==> config.mk <==
export PLATFORM = sky130hd
export DESIGN_NAME = class_route_arbiter
export DESIGN_NICKNAME = d
export VERILOG_FILES = /design/src/rtl/class_route_arbiter.sv
export SDC_FILE = /design/constraint.sdc
export NUM_CORES = 1
export LEC_CHECK = 0
export ABC_AREA = 1
export CORE_UTILIZATION = 40
export CTS_BUF_LIST = sky130_fd_sc_hd__clkbuf_4
export CTS_CLUSTER_DIAMETER = 30
export DETAILED_ROUTE_END_ITERATION = 16
export GPL_ROUTABILITY_DRIVEN = 0
export PLACE_DENSITY = 0.71
export SYNTH_ARGS = -nofsm -noshare
export SYNTH_HDL_FRONTEND = slang
export SYNTH_SLANG_ARGS = --single-unit
==> constraint.sdc <==
create_clock -name clk -period 1.3 [get_ports clk]
set_input_delay 0.26 -clock clk [delete_from_list [all_inputs] [get_ports clk]]
set_output_delay 0.26 -clock clk [all_outputs]
set_load 0.005 [all_outputs]
==> src/rtl/class_route_arbiter.sv <==
// Pop-side arbiter: picks one class FIFO per cycle (class 0 priority with weighted
// anti-starvation for class 1) and routes the popped payload to a route FIFO.
module class_route_arbiter #(
  parameter int DATA_SIZE = 10,
  parameter int MAIN_SIZE = 8,
  parameter int WEIGHT    = 4
) (
  input  logic                 clk,
  input  logic                 reset,
  input  logic                 fifo0_empty,
  input  logic                 fifo1_empty,
  input  logic [DATA_SIZE-1:0] in0,
  input  logic [DATA_SIZE-1:0] in1,
  input  logic                 pause,
  input  logic                 almost_full0,
  input  logic                 almost_full1,
  input  logic                 fifo_full0,
  input  logic                 fifo_full1,
  output logic                 pop0,
  output logic                 pop1,
  output logic                 push0,
  output logic                 push1,
  output logic [MAIN_SIZE-1:0] data_out,
  output logic                 busy,
  output logic                 Error
);

  localparam logic [3:0] WEIGHT_CNT = 4'(WEIGHT);

  logic                 issue;
  logic                 grant1;
  logic [3:0]           starve_cnt;
  logic                 s1_valid;
  logic                 s1_src;
  logic [DATA_SIZE-1:0] s1_word;
  logic                 s2_valid;
  logic                 s2_dest;
  logic [MAIN_SIZE-1:0] s2_payload;
  logic [MAIN_SIZE-1:0] last_data;
  logic                 drop;
  logic                 err;
  logic                 unused_msb;

  always_comb begin
    issue      = !reset && !pause && !almost_full0 && !almost_full1 &&
                 (!fifo0_empty || !fifo1_empty);
    grant1     = fifo0_empty || (!fifo1_empty && starve_cnt == WEIGHT_CNT);
    pop0       = issue && !grant1;
    pop1       = issue && grant1;
    s1_word    = s1_src ? in1 : in0;
    unused_msb = s1_word[DATA_SIZE-1];
    push0      = s2_valid && !s2_dest && !fifo_full0;
    push1      = s2_valid && s2_dest && !fifo_full1;
    drop       = s2_valid && (s2_dest ? fifo_full1 : fifo_full0);
    // Bus shows the pushing payload, otherwise the last payload actually pushed.
    data_out   = (push0 || push1) ? s2_payload : last_data;
    busy       = s1_valid || s2_valid;
    Error      = err;
  end

  always_ff @(posedge clk) begin
    if (reset) begin
      starve_cnt <= '0;
      s1_valid   <= 1'b0;
      s1_src     <= 1'b0;
      s2_valid   <= 1'b0;
      s2_dest    <= 1'b0;
      s2_payload <= '0;
      last_data  <= '0;
      err        <= 1'b0;
    end else begin
      s1_valid <= issue;
      s1_src   <= grant1;
      s2_valid <= s1_valid;
      if (s1_valid) begin
        s2_dest    <= s1_word[DATA_SIZE-2];
        s2_payload <= s1_word[DATA_SIZE-3:0];
      end
      if (push0 || push1)
        last_data <= s2_payload;
      if (drop)
        err <= 1'b1;
      if (fifo1_empty || pop1)
        starve_cnt <= '0;
      else if (pop0 && starve_cnt != WEIGHT_CNT)
        starve_cnt <= starve_cnt + 4'd1;
    end
  end

endmodule

==> results of run 1 <==
metrics by stage:
stage                     instance area, um2  power [W]  utilization
after global routing                    2390    0.00149        0.771
after floorplan                         1330   0.000893            -
after detailed placement                1960    0.00103        0.630
final                                   2390    0.00143        0.771
after CTS                               2280    0.00140        0.734
after global placement                  1960    0.00102        0.630
worst min-delay path, delay by kind of cell:
family	cells	cell delay, ns
buffers and inverters	2	0.29
AND/OR/NAND/NOR	2	0.15
AO/OA/AOI/OAI	1	0.07
layer usage:
metal,wire (um),up-vias
met5,0,-
met4,236,0
met3,277,21
met2,2460,72
met1,1490,673
li1,-,689
flip-flops by register name, summed over array words and instances, names as in the netlist:
name and cells:
s2_valid 1, s1_valid 1, last_data 8, s2_payload 8, Error 1, starve_cnt 4, s2_dest 1, s1_src 1
power by group through the flow:
stage               sequential (W)  combinational [W]  clock [W]
floorplan                 0.000803          0.0000901          0
global placement          0.000808           0.000212          0
detailed placement        0.000809           0.000218          0
CTS                       0.000790           0.000236   0.000373
global route              0.000793           0.000276   0.000424
finish                    0.000792           0.000259   0.000379
logic make-up (layout without fill, tap and decap cells):
kind of cell               after synthesis  after routing  share of synthesized area
DFF                                     25             25                      0.376
buffers and inverters                   44            124                      0.140
and+or+nand+nor                         69             70                      0.279
adders and majority gates                2              2                     0.0188
AOI/OAI and AO/OA                       28             28                      0.187
placed cells by master, fill, tap and decap left out, drive strengths merged:
| cell type | count |
|---|---|
| nand3b | 2 |
| buf | 54 |
| dlygate4sd2 | 3 |
| or2 | 1 |
| dfxtp | 25 |
| a21oi | 10 |
| o21ai | 9 |
| nor2 | 20 |
| nand2 | 37 |
| nor3 | 1 |
| a221oi | 9 |
| nand3 | 8 |
| ha | 2 |
| nand4 | 1 |
| inv | 38 |
| clkbuf | 4 |
| clkdlybuf4s50 | 24 |
| clkinv | 1 |
worst max path at each step:
| stage | depth (start not counted) | endpoint | slack [ns] | from |
|---|---|---|---|---|
| after CTS | 9 | data_out[1] | -0.46 | s2_dest$_SDFFE_PP0P_ |
| after detailed placement | 7 | data_out[1] | -0.85 | fifo_full1 |
| after global placement | 7 | data_out[3] | -0.82 | fifo_full1 |
| after global routing | 9 | data_out[4] | -0.59 | s2_dest$_SDFFE_PP0P_ |
| after floorplan | 10 | starve_cnt[2]$_SDFFE_PP0P_ | 0.04 | starve_cnt[0]$_SDFFE_PP0P_ |
| final | 9 | data_out[4] | -0.54 | s2_dest$_SDFFE_PP0P_ |
final cells by class:
type | count | area share
Multi-Input combinational cell | 100 | 0.338
Inverter | 39 | 0.0644
Clock buffer | 4 | 0.0126
Tap cell | 44 | 0.0230
Sequential cell | 25 | 0.214
Timing Repair Buffer | 81 | 0.348
timing repair:
| item | in CTS | in global routing |
|---|---|---|
| pin swaps | 18 | 17 |
| resized for setup | 102 | 30 |
| gates cloned | 1 | 0 |
| buffers inserted | 18 | 7 |
| setup endpoints to repair | 23 | 26 |
==> out/qor.yml, run 1 <==
min_period_ns: 1.84
hp-start: "fifo_full1"
max_cap_violations: 0
finalSetupTns_ns: -5.69
fmax_ghz: 0.544
grt_max_degree: 20
synthTopCellsByCount: "nand2_1 (29), inv_1 (26), dfxtp_1 (25), inv_2 (13), nor2_2 (11)"
drc_errors: 0
h-tree-depth: 1
leakage_nw: 1.11
start_util: 0.429
row_count: 20
numClockSinks: 25
cp_slowest_stage_delay_ns: 0.40
synth_edf_count: 0
drive_above_1_share: 0.518
area_growth_pct: 79.4
place_ws_ns: -0.848
postCtsHoldBufs: 0
initialDrtViolationCount: 118
firstDrtPassIters: 4
synth_top_area_frac: 0.376
multiInputGateArea_um2: 808
slew_headroom: 0.720
ioPinCount: 43
dp_hpwl_mm: 2.46
p_switching_w: 0.000366
hold_depth: 5
reg2reg_from: "s2_dest$_SDFFE_PP0P_"
use_met2: 0.495
placed_cells: 273
drt-total-wl_mm: 4.46
ys_warn_count: 0
synth_top_cell_by_area: "dfxtp_1"
regArea_um2: 512
min_to: "Error$_SDFFE_PP0P_"
hold_viol: 0
netlist_top_cells_area: "dfxtp_1 (38%), nand2_1 (8.2%), inv_1 (7.3%), o21ai_4 (7.3%), a221oi_1 (5.9%)"
crit_required_ns: 1.04
finalSetupViolCount: 20
r2r_cells: 11
grt.busiest_layer: "met2"
power_frac_seq: 0.554
fill_cells: 217
postSynthAreaPerCell_um2: 7.93
crit_family: "buffers and inverters"
crit_arrival_ns: 1.58
crit_type: "flop to primary output"
grtUsageMet1: 0.250
worstMarginPinSlew_ns: 0.420
insertedDiodeCount: 0
yosysMostFrequentCell: "nand2_1"
nets: 281
finalNonFillerCells: 293
drv_slew: 0
cp_max_fo: 4
num_vias: 1455
min_path_type: "input pin to flop"
io_buffers: 40
finalWorstSetupSlack_ns: -0.538
whs_ns: 0.480
cts_tree: "done"
clk_path_buf_depth: 2
coreArea_mm2: 0.00310
pwr-share-clk: 0.265
status: "finished, violations left"
violations: "negative setup slack"
synthArstFlopShare: 0
clock_latency_ns: 0.32
cts_made_buffers: 3
grt_usage: 0.259
grt_pass1_vias: 1477
grt_use_met3: 0.0476
cp-end-kind: "primary output"
avgRoutedWirePerCell_um: 15.2
synth_area_mm2: 0.00133
p_sw_frac: 0.256
slowest_stage: "dfxtp_4"
globalRouteOverflowTotal: 0
r2r_setup_slack_ns: -0.19
power_frac_comb: 0.181
die-area_mm2: 0.00357
ys_seq_area_frac: 0.376
antenna_left: 0
synth_flop_cell: "dfxtp_1"
internal_power_w: 0.00106
path_buf_inv: 5
synth_cells: 168
viasPerCell: 4.97
fin_crit_sh: 1.41
r2r_end: "last_data[4]$_SDFF_PP0_"
grt_antenna_before_repair: 0
path_cells: "inv_4 -> nand3b_4 -> buf_12 -> nand2_8 -> buf_6 -> nand2_4 -> o21ai_4 -> inv_2 -> buf_2"
dieWidth_um: 59.7
start_kind: "flop"
clockRootBuffer: "clkbuf_4"
grt_pass1_wl_mm: 6.63
ys_types: 22
grt_setup_unrepaired: "true"
ir_drop_mv: 0.487
clk_pin_slew_ns: 0.14
clock_skew_ns: 0.00154
ys_seq_elements: 25
p_per_area_mw_per_mm2: 598
syn_nets: 199
die_h_um: 59.7
No activity file was read; power rests on OpenSTA's default activity.
==> run 2: changes to the inputs <==
- CTS_CLUSTER_DIAMETER: 30 -> 120
- SKIP_LAST_GASP: default -> 1
==> out/qor.yml, run 2 (synthesized netlist as in run 1, its figures left out) <==
die-area_mm2: 0.00357  # unchanged
firstDrtPassIters: 4  # unchanged
clock_skew_ns: 0.00829  # +0.00675 ns
min_period_ns: 1.84  # -0.00113 ns
io_buffers: 40  # unchanged
grt_usage: 0.262  # +0.00239
finalSetupViolCount: 21  # +5.0%
drv_slew: 0  # unchanged
viasPerCell: 4.92  # -0.88%
place_ws_ns: -0.848  # unchanged
cts_tree: "done"
crit_required_ns: 1.04  # about the same
coreArea_mm2: 0.00310  # unchanged
num_vias: 1457  # +0.14%
path_cells: "inv_4 -> nand3b_4 -> buf_12 -> nand2_8 -> nand2_1 -> o21ai_4 -> inv_2 -> buf_2"
multiInputGateArea_um2: 791  # -2.2%
cp_max_fo: 6  # +2
cp-end-kind: "primary output"
path_depth: 8  # -1
die_h_um: 59.7  # unchanged
r2r_setup_slack_ns: -0.17  # +0.02 ns
setup.worst_path.start: "s2_dest$_SDFFE_PP0P_"
insertedDiodeCount: 0  # unchanged
hp-start: "fifo_full1"
antenna_left: 0  # unchanged
initialDrtViolationCount: 120  # +1.7%
start_kind: "flop"
ioPinCount: 43  # unchanged
avgRoutedWirePerCell_um: 15.7  # +2.9%
cp_slowest_stage_delay_ns: 0.39  # about the same
slew_headroom: 0.694  # -0.0257
status: "finished, violations left"
r2r_end: "last_data[4]$_SDFF_PP0_"
leakage_nw: 1.12  # +0.96%
fmax_ghz: 0.545  # about the same
dp_hpwl_mm: 2.46  # unchanged
violations: "negative setup slack"
clk_pin_slew_ns: 0.13  # about the same
fill_cells: 218  # +0.46%
cts_made_buffers: 3  # unchanged
clock_latency_ns: 0.32  # about the same
nets: 284  # +1.1%
h-tree-depth: 1  # unchanged
start_util: 0.429  # unchanged
globalRouteOverflowTotal: 0  # unchanged
numClockSinks: 25  # unchanged
regArea_um2: 512  # unchanged
drive_above_1_share: 0.520  # +0.00177
area_growth_pct: 78.5
ir_drop_mv: 0.468  # -3.9%
drc_errors: 0  # unchanged
clk_path_buf_depth: 2  # unchanged
min_path_type: "input pin to flop"
path_buf_inv: 4  # -1
max_cap_violations: 0  # unchanged
grt_setup_unrepaired: "true"
grt_antenna_before_repair: 0  # unchanged
crit_type: "flop to primary output"
reg2reg_from: "s2_dest$_SDFFE_PP0P_"
worstMarginPinSlew_ns: 0.459  # +0.0385 ns
grt_pass1_vias: 1434  # -2.9%
grt_max_degree: 20  # unchanged
fin_crit_sh: 1.41  # about the same
dieWidth_um: 59.7  # unchanged
crit_end: "data_out[5]"
p_per_area_mw_per_mm2: 599  # +0.18%
slowest_stage: "dfxtp_4"
mostFrequentLayoutCells: "buf_6 (26), clkdlybuf4s50_1 (24), inv_1 (21)"
fin_util: 0.767  # -0.00403
crit_arrival_ns: 1.58  # about the same
top_regs: "last_data x8, s2_payload x8, starve_cnt x4"
row_count: 20  # unchanged
final_common_cell: "buf_6"
crit_family: "buffers and inverters"
grt_pass1_wl_mm: 6.67  # +0.53%
r2r_cells: 11  # unchanged
drt-total-wl_mm: 4.64  # +3.9%
hold_viol: 0  # unchanged
finalWorstSetupSlack_ns: -0.537  # +0.00113 ns
clockRootBuffer: "clkbuf_4"
-- run 2: cell types whose count changed in the layout (fill, tap and decap cells not counted) --
cell,before,now
buf_12,6,5
buf_2,5,6
buf_4,17,20
clkinv_4,1,0
inv_4,1,2
nand2_1,19,20
nand2_4,9,8
nor2_2,9,11
nor2_4,6,4
-- run 2: worst min-delay path by stage --
stage / to / slack (ns) / cells past startpoint
global route: Error$_SDFFE_PP0P_ / 0.50 / 5
global placement: Error$_SDFFE_PP0P_ / 0.46 / 2
finish: Error$_SDFFE_PP0P_ / 0.48 / 5
detailed placement: s2_payload[0]$_SDFFE_PP0P_ / 0.48 / 2
floorplan: s1_src$_SDFF_PP0_ / 0.39 / 2
CTS: Error$_SDFFE_PP0P_ / 0.43 / 5
-- run 2: layout make-up --
class | instances | share of cell area
Tap cell | 44 | 0.0231
Clock buffer | 4 | 0.0126
Inverter | 39 | 0.0637
Multi-Input combinational cell | 100 | 0.332
Sequential cell | 25 | 0.215
Timing Repair Buffer | 84 | 0.353
-- run 2: power by group --
part / internal [W] / total (W) / switching (W)
Clock: 0.000141 / 0.000374 / 0.000233
Sequential: 0.000778 / 0.000792 / 0.0000146
Combinational: 0.000146 / 0.000259 / 0.000113
-- run 2: per-layer routing --
metal,track usage,part of all wire,vias to the layer above
met5,0,0,-
met4,0.146,0.044,0
met3,0.0325,0.030,18
met2,0.510,0.55,37
met1,0.263,0.37,708
li1,-,-,694
-- run 2: worst register-to-register path: cells and delay by family, from the launching register on --
family	cells	cell delay, ns
buffers and inverters	6	0.64
DFF	1	0.39
AOI/OAI and AO/OA	1	0.07
and+or+nand+nor	4	0.28
-- run 2: repair_timing --
| action | 4_1_cts | 5_1_grt |
|---|---|---|
| hold buffers | 0 | 0 |
| setup buffers | 18 | 8 |
| endpoints found under the setup margin | 23 | 26 |
| gates resized for setup | 95 | 31 |
| pin swaps | 18 | 18 |
| gates cloned | 1 | 0 |
| hold endpoints to repair | 0 | 0 |
-- run 2: metrics by stage --
step,power (W),TNS (ns),cell area [um2],hold WS [ns],instances
after floorplan,0.000893,0,1330,0.388,168
after global placement,0.00102,-12.09,1960,0.458,273
after detailed placement,0.00103,-12.92,1960,0.484,273
after CTS,0.00139,-4.89,2250,0.431,294
after global routing,0.00149,-7.22,2380,0.495,296
final,0.00143,-5.88,2380,0.481,296
==> run 3: changes to the inputs <==
- clock period: 1.3 -> 2 ns (I/O delays scaled with it)
==> out/qor.yml, run 3 (synthesized netlist as in run 1, its figures left out) <==
grt_pass1_vias: 1349  # -5.9%
h-tree-depth: 1  # unchanged
clock_latency_ns: 0.32  # about the same
dpl-instance-area_mm2: 0.00188  # -3.8%
min_period_ns: 1.95
drc_errors: 0  # unchanged
slew_headroom: 0.739  # +0.0447
whs_ns: 0.508  # +0.0271 ns
initialDrtViolationCount: 66  # -45%
min_path_type: "flop to flop"
p_switching_w: 0.000217  # -40%
area_growth_pct: 58.6
crit_type: "flop to primary output"
hold_viol: 0  # unchanged
crit_required_ns: 1.60  # +0.56 ns
grt_antenna_before_repair: 0  # unchanged
crit_arrival_ns: 1.55  # -0.03 ns
reg2reg_from: "starve_cnt[0]$_SDFFE_PP0P_"
nets: 273  # -3.9%
mostFrequentLayoutCells: "buf_4 (30), clkdlybuf4s50_1 (27), nand2_1 (26)"
hp-start: "s2_payload[2]$_SDFFE_PP0P_"
clock_skew_ns: 0.00765  # -0.000637 ns
internal_power_w: 0.000682  # -36%
insertedDiodeCount: 0  # unchanged
pwr-share-clk: 0.265  # +0.003
numClockSinks: 25  # unchanged
power_frac_comb: 0.163  # -0.019
leakage_nw: 1.03  # -8.4%
p_per_area_mw_per_mm2: 425  # -29%
drt-total-wl_mm: 3.60  # -22%
viasPerCell: 4.83  # -1.9%
worstMarginPinSlew_ns: 0.392  # -0.0670 ns
power_frac_seq: 0.572  # +0.016
coreArea_mm2: 0.00310  # unchanged
start_kind: "flop"
cts_made_buffers: 3  # unchanged
cts_tree: "done"
io_buffers: 40  # unchanged
clk_path_buf_depth: 2  # unchanged
min_to: "s2_payload[2]$_SDFFE_PP0P_"
hold_depth: 2  # -3
top_regs: "last_data x8, s2_payload x8, starve_cnt x4"
place_ws_ns: -0.436  # +0.412 ns
grt_pass1_wl_mm: 5.82  # -13%
ioPinCount: 43  # unchanged
drive_above_1_share: 0.407  # -0.113
fin_crit_sh: 0.975
start_util: 0.429  # unchanged
row_count: 20  # unchanged
firstDrtPassIters: 4  # unchanged
cp_max_fo: 4  # -2
num_vias: 1376  # -5.6%
status: "completed"
fill_cells: 271  # +24%
p_sw_frac: 0.242  # -0.0115
grt_max_degree: 20  # unchanged
antenna_left: 0  # unchanged
clk_pin_slew_ns: 0.13  # about the same
final_common_cell: "buf_4"
avgRoutedWirePerCell_um: 12.6  # -19%
grt_usage: 0.215  # -0.0472
drv_slew: 0  # unchanged
r2r_setup_slack_ns: 0.47  # +0.64 ns
die-area_mm2: 0.00357  # unchanged
design_area_mm2: 0.00211  # -11%
finalWorstSetupSlack_ns: 0.0499  # +0.586 ns
dieWidth_um: 59.7  # unchanged
cp-end-kind: "primary output"
die_h_um: 59.7  # unchanged
clockRootBuffer: "clkbuf_4"
globalRouteOverflowTotal: 0  # unchanged
r2r_end: "starve_cnt[0]$_SDFFE_PP0P_"
finalSetupViolCount: 0  # -100%
dp_hpwl_mm: 2.25  # -8.6%
ir_drop_mv: 0.432  # -7.5%
fmax_ghz: 0.513
r2r_cells: 13  # +2
max_cap_violations: 0  # unchanged
==> run 3: cell types whose count changed in the layout (fill, tap and decap cells not counted), moves of 2 or more <==
cell / previous run / this run
buf_12: 5 / 2
buf_2: 6 / 3
buf_4: 20 / 30
buf_6: 26 / 1
clkbuf_2: 0 / 2
clkdlybuf4s15_1: 0 / 3
clkdlybuf4s50_1: 24 / 27
inv_1: 21 / 23
nand2_1: 20 / 26
nand2_4: 8 / 3
nor2_1: 5 / 7
nor2_4: 4 / 2
==> run 3: power groups by stage <==
stage	Combinational, W	Sequential (W)	Clock, W
3_3_place_gp	0.000132	0.000525	0
3_5_place_dp	0.000135	0.000526	0
2_1_floorplan	0.0000586	0.000522	0
6_report	0.000146	0.000514	0.000239
5_1_grt	0.000158	0.000516	0.000269
4_1_cts	0.000142	0.000514	0.000242
==> run 3: area by class of cell <==
class                      instances  area [um2]  area share
tap                               44        55.1      0.0261
inverter                          39         149      0.0705
timing repair buffer              73         649       0.307
clock buffer                       4        30.0      0.0142
multi-input combinational        100         719       0.340
sequential                        25         510       0.242
==> run 3: routing by layer <==
metal  up-vias  wire, um  track usage
met5         -         0            0
met4         0        49       0.0532
met3         7       173       0.0498
met2        37      1940        0.403
met1       659      1440        0.241
li1        673         -            -
==> run 3: through the flow <==
stage,util,TNS [ns],power [W],std cells
6_report,0.681,0,0.000899,285
5_1_grt,0.681,-0.0146,0.000942,285
4_1_cts,0.672,-0.0460,0.000898,283
3_5_place_dp,0.606,-3.66,0.000661,263
3_3_place_gp,0.606,-3.40,0.000658,263
2_1_floorplan,-,0,0.000580,168
==> run 3: worst max-delay path by stage <==
stage / startpoint / to / slack, ns / cells past startpoint
floorplan: fifo_full1 / data_out[1] / 0.54 / 6
global placement: fifo_full1 / data_out[6] / -0.40 / 7
detailed placement: fifo_full1 / data_out[1] / -0.44 / 7
CTS: starve_cnt[0]$_SDFFE_PP0P_ / pop0 / -0.04 / 9
global route: s2_dest$_SDFFE_PP0P_ / data_out[0] / -0.01 / 8
finish: s2_dest$_SDFFE_PP0P_ / data_out[0] / 0.05 / 8
==> run 3: what timing repair did <==
action,in CTS,in global routing
pin swaps,9,6
gates resized for setup,40,10
endpoints found under the setup margin,12,8
endpoints found under the hold margin,0,0
buffers inserted,16,2
hold buffers,0,0
cloned,1,0
==> run 3: critical path, cell delays in order, from the launching register on <==
cell           delay (ns)
dfxtp_4              0.39
inv_4                0.07
nand3b_4             0.12
nand2_8              0.11
buf_4                0.11
nand2_2              0.06
o21ai_4              0.07
inv_2                0.05
dlygate4sd2_1        0.26
